===== src/rtl/avalon_master_pkg.sv =====
// avalon_master_pkg: shared FSM states and constants for the Avalon command master
package avalon_master_pkg;
  typedef enum logic [2:0] {IDLE, WRITE, READ, WAIT, RESP} state_t;
  localparam int DEFAULT_TIMEOUT = 16;
  localparam logic [31:0] TIMEOUT_DATA = 32'hDEAD_BEEF;
endpackage


===== src/rtl/irq_capture.sv =====
// irq_capture: rising-edge detect on irqIn with a sticky pending flag, set beats clear
module irq_capture (
  input  logic clk,
  input  logic reset,
  input  logic irqIn,
  input  logic irqClear,
  output logic irqPending
);
  logic r_prev;
  logic r_pending;
  logic w_rise;
  assign w_rise = irqIn & ~r_prev;
  assign irqPending = r_pending;
  always_ff @(posedge clk) begin
    if (reset) begin
      r_prev <= 1'b0;
      r_pending <= 1'b0;
    end else begin
      r_prev <= irqIn;
      r_pending <= w_rise ? 1'b1 : irqClear ? 1'b0 : r_pending;
    end
  end
endmodule


===== src/rtl/avalon_cmd_master.sv =====
// avalon_cmd_master: single-outstanding command bridge onto an Avalon-style slave with read timeout
import avalon_master_pkg::*;
module avalon_cmd_master #(
  parameter int TIMEOUT = DEFAULT_TIMEOUT
) (
  input  logic        clk,
  input  logic        reset,
  input  logic        cmdValid,
  output logic        cmdReady,
  input  logic        cmdWrite,
  input  logic [1:0]  cmdAddr,
  input  logic [31:0] cmdData,
  output logic        rspValid,
  input  logic        rspReady,
  output logic [31:0] rspData,
  output logic        rspErr,
  output logic        avRead,
  output logic        avWrite,
  output logic [1:0]  avAddress,
  output logic [31:0] avWriteData,
  input  logic        avReadValid,
  input  logic [31:0] avReadData,
  input  logic        irqIn,
  input  logic        irqClear,
  output logic        irqPending
);
  localparam int TW = $clog2(TIMEOUT);
  localparam logic [TW-1:0] TMAX = TW'(TIMEOUT - 1);
  state_t r_state, w_next;
  logic [1:0] r_addr;
  logic [31:0] r_wdata;
  logic [TW-1:0] r_timer;
  logic [31:0] r_rsp_data;
  logic r_rsp_err;
  logic w_last;
  assign w_last = r_timer == TMAX;
  always_ff @(posedge clk) begin
    if (reset) r_state <= IDLE;
    else r_state <= w_next;
  end
  always_comb begin
    w_next = r_state;
    case (r_state)
      IDLE:  w_next = cmdValid ? (cmdWrite ? WRITE : READ) : IDLE;
      WRITE: w_next = IDLE;
      READ:  w_next = WAIT;
      WAIT:  w_next = (avReadValid || w_last) ? RESP : WAIT;
      RESP:  w_next = rspReady ? IDLE : RESP;
      default: w_next = IDLE;
    endcase
  end
  // Outputs are gated by reset so the bus stays quiet during the reset cycle itself
  always_comb begin
    cmdReady = !reset && r_state == IDLE;
    rspValid = !reset && r_state == RESP;
    avWrite = !reset && r_state == WRITE;
    avRead = !reset && r_state == READ;
    avAddress = (!reset && (r_state == WRITE || r_state == READ || r_state == WAIT)) ? r_addr : 2'd0;
    avWriteData = avWrite ? r_wdata : 32'd0;
    rspData = r_rsp_data;
    rspErr = r_rsp_err;
  end
  always_ff @(posedge clk) begin
    if (reset) begin
      r_addr <= 2'd0;
      r_wdata <= 32'd0;
      r_timer <= '0;
      r_rsp_data <= 32'd0;
      r_rsp_err <= 1'b0;
    end else begin
      if (r_state == IDLE && cmdValid) begin
        r_addr <= cmdAddr;
        r_wdata <= cmdData;
      end
      if (r_state == READ) r_timer <= '0;
      if (r_state == WAIT) begin
        if (avReadValid) begin
          r_rsp_data <= avReadData;
          r_rsp_err <= 1'b0;
        end else if (w_last) begin
          r_rsp_data <= TIMEOUT_DATA;
          r_rsp_err <= 1'b1;
        end else r_timer <= r_timer + 1'b1;
      end
    end
  end
  irq_capture u_irq (
    .clk(clk),
    .reset(reset),
    .irqIn(irqIn),
    .irqClear(irqClear),
    .irqPending(irqPending)
  );
endmodule


===== config.mk =====
export PLATFORM = sky130hd
export DESIGN_NAME = avalon_cmd_master
export DESIGN_NICKNAME = d
export VERILOG_FILES = /design/src/rtl/avalon_master_pkg.sv /design/src/rtl/irq_capture.sv /design/src/rtl/avalon_cmd_master.sv
export SDC_FILE = /design/constraint.sdc
export NUM_CORES = 1
export LEC_CHECK = 0
export CORE_AREA = 2 2 91 93
export CTS_CLUSTER_DIAMETER = 60
export DETAILED_ROUTE_END_ITERATION = 12
export DIE_AREA = 0 0 93 95
export PLACE_DENSITY = 0.85
export SYNTH_ARGS = -nofsm -noshare
export SYNTH_HDL_FRONTEND = slang
export SYNTH_SLANG_ARGS = --single-unit

===== constraint.sdc =====
create_clock -name clk -period 3.6 [get_ports clk]
set_clock_uncertainty 0.2 [all_clocks]
set_input_delay 0.72 -clock clk [delete_from_list [all_inputs] [get_ports clk]]
set_output_delay 0.72 -clock clk [all_outputs]
set_load 0.01 [all_outputs]

==> results.py <==
metrics = {
    "outcome": {
        "status": "finished clean",
    },
    "layout": {
        "drive_gt1_share_pct": 8.861,
        "multi_input_area_mm2": 0.001379,
        "synthToLayoutAreaGrowth_pct": 54.04,
        "fillers": 700,
        "finalCoreUtilization_pct": 59.52,
        "ff_latch_area_mm2": 0.001521,
        "n_antenna_cell": 0,
        "fin_nets": 545,
    },
    "worst_setup_path": {
        "path_cells": "nand2b_1 > nor3_2 > buf_4 > and2_1 > clkdlybuf4s50_1",
        "worstPathMaxFanout": 33,
        "startpoint": "r_state[0]",
        "cp_data_arrival_time_ns": 2.14,
        "critPathKind": "flip-flop to primary output",
        "r2r_setup_slack_ns": 1.07,
        "critical_path.max_stage_delay_ns": 0.55,
        "cp_slowest_cell": "dfxtp_1",
        "r2r-end": "rspData[1]",
        "reg2reg_from": "r_state[0]",
        "start_kind": "flip-flop",
        "end_kind": "primary output",
        "critPathRequiredTime_ns": 2.68,
        "r2r_cells": 3,
        "endpoint": "avWriteData[1]",
    },
    "cts": {
        "cts_resized": 0,
        "clockRootBuffer": "clkbuf_8",
        "post_cts_buffers": 0,
        "clk_latency_ns": 0.33,
        "h-tree-depth": 3,
        "cts_sinks": 76,
        "clockBufferDepth": 2,
        "cts_buffers": 9,
        "holdBufCountCts": 0,
        "cts_tree": "built",
        "clk_pin_slew_worst_paths_ns": 0.07,
    },
    "die": {
        "core_mm2": 0.007928,
        "die_area_mm2": 0.008835,
        "initial_core_util_pct": 38.64,
        "rows": 33,
        "die_x_um": 93,
        "die_h_um": 95,
        "ioPinCount": 146,
    },
    "detailed_routing": {
        "first_pass_iters": 5,
        "vias": 2870,
        "drc": 0,
        "drt_iter0_markers": 89,
        "ant_nets": 0,
        "via_per_inst": 4.957,
        "wl_per_cell_um": 13.63,
        "totalWireLength_mm": 7.893,
    },
    "synthesis": {
        "synth_ff_type": "dfxtp_1",
        "synth_area_leaders": "dfxtp_1 50%, nand2_1 9.7%, a21oi_1 7.8%",
        "synth_seq_cells": 76,
        "synth_seq_area_share_pct": 49.67,
        "syn_area_per_cell_um2": 9.089,
        "yosys-top-cells-count": "79 x nand2_1, 76 x dfxtp_1, 48 x a21oi_1, 32 x and2_1",
        "synth_top_area_share_pct": 49.67,
        "synthCells": 337,
        "ys_warn_count": 0,
        "yosysTopAreaCell": "dfxtp_1",
        "synth_edf_count": 0,
        "syn_area_mm2": 0.003063,
        "postSynth.asyncResetShare_pct": 0,
        "synth_most_common_cell": "nand2_1",
        "synth_cell_types": 43,
        "syn-num-nets": 412,
    },
    "sta": {
        "fin_crit_sh_pct": 85.11,
        "tightest_slew_ns": 0.9716,
        "setup_viol": 0,
        "period_needed_ns": 3.064,
        "finalMaxSlewViolations": 0,
        "setup_slack_ns": 0.5361,
        "relSlewSlack_pct": 35.16,
        "rsz0062_at_grt": "false",
        "fmax_mhz": 326.4,
        "final.setup.tns_ns": 0,
        "finalHoldViolCount": 0,
    },
    "min_path": {
        "hold_path_class": "flip-flop to flip-flop",
        "hold_depth": 2,
    },
    "grt": {
        "grt_first_pass_wirelength_mm": 12.20,
        "grt_overflow": 0,
        "grtUsageTotal_pct": 17.03,
        "antenna_found_initial": 0,
        "grt_pass1_vias": 2653,
        "grt_start_max_net_pins": 35,
    },
    "power": {
        "ir_drop_v": 0.0001888,
        "finalPower_mw": 1.765,
        "powerDensity_mw_per_mm2": 374.0,
        "power.leakage_nw": 1.733,
    },
    "placement": {
        "gp_congestion": 0.7636,
        "dp_hpwl_mm": 5.659,
        "dp_worst_setup_slack_ns": 0.5924,
        "numPortBuffers": 145,
    },
    "job": {
        "maxCapViolCount": 0,
    },
}
-- power by group --
group | internal [mW] | switching, mW | total, mW | leakage (nW)
Sequential | 0.878 | 0.0216 | 0.899 | 0.619
Combinational | 0.131 | 0.103 | 0.235 | 1.02
Clock | 0.334 | 0.296 | 0.631 | 0.0914
-- worst max-delay path: cells and delay by family, from the launching register on --
| kind | cells | cell delay (ns) |
|---|---|---|
| AND/OR/NAND/NOR | 3 | 0.44 |
| flip-flops | 1 | 0.55 |
| buffers and inverters | 2 | 0.81 |
-- worst min path at each step --
stage / start / endpoint / slack [ns]
after floorplan: r_addr[0] / r_addr[0] / 0.23
after global placement: r_wdata[15] / r_wdata[15] / 0.24
after detailed placement: r_wdata[11] / r_wdata[11] / 0.24
after CTS: r_wdata[11] / r_wdata[11] / 0.25
after global routing: r_wdata[1] / r_wdata[1] / 0.27
final: r_wdata[3] / r_wdata[3] / 0.25
-- flip-flops by register name (all words and copies together) (netlist names) --
name              flops
rspData              32
r_wdata              32
rspErr                1
r_state               3
u_irq.irqPending      1
r_addr                2
u_irq.r_prev          1
r_timer               4
-- cell usage in the layout (no fill, tap or decap), types with 2 or more instances in the layout --
master	count
a21oi_1	48
a31oi_1	2
and2_1	32
and3_1	2
and4b_1	2
buf_4	6
clkbuf_8	10
clkdlybuf4s50_1	144
clkinvlp_4	2
dfxtp_1	76
nand2_1	79
nand2b_1	3
nand3_1	2
nand3b_1	2
nor2_1	2
nor4b_1	2
o21ai_0	8
o221a_1	9
o221a_2	15
or3_1	2
-- area by class of cell --
cell class	count	share of cell area (%)
clock buffer	11	2.997
sequential	76	32.25
timing repair buffer	151	31.61
clock inverter	4	1.061
multi-input combinational	231	29.22
tap	105	2.784
inverter	1	0.07955
-- through the flow --
stage	cells	instance area [um^2]	hold slack, ns
global route	579	4718	0.2665
global placement	564	4527	0.2372
floorplan	337	3063	0.2316
finish	579	4718	0.2498
CTS	579	4718	0.2526
detailed placement	564	4527	0.2424
-- per-layer routing --
metal  global-route usage [%]  wire, um
met3                    3.751       512
met5                        0         0
met4                    6.250       102
met2                    28.80      3823
met1                    21.40      3454
-- kinds of logic (layout without fill, tap and decap cells) --
logic type	Yosys count	count (layout)	synth area share, %
buffers and inverters	30	167	5.310
adder cells (fa/ha/maj)	1	1	0.4084
AO/OA/AOI/OAI	87	87	19.93
flip-flops	76	76	49.67
XOR/XNOR	1	1	0.2860
multiplexers	1	1	0.3268
AND/OR/NAND/NOR	141	141	24.06
Power figures use the tool's default switching activity.
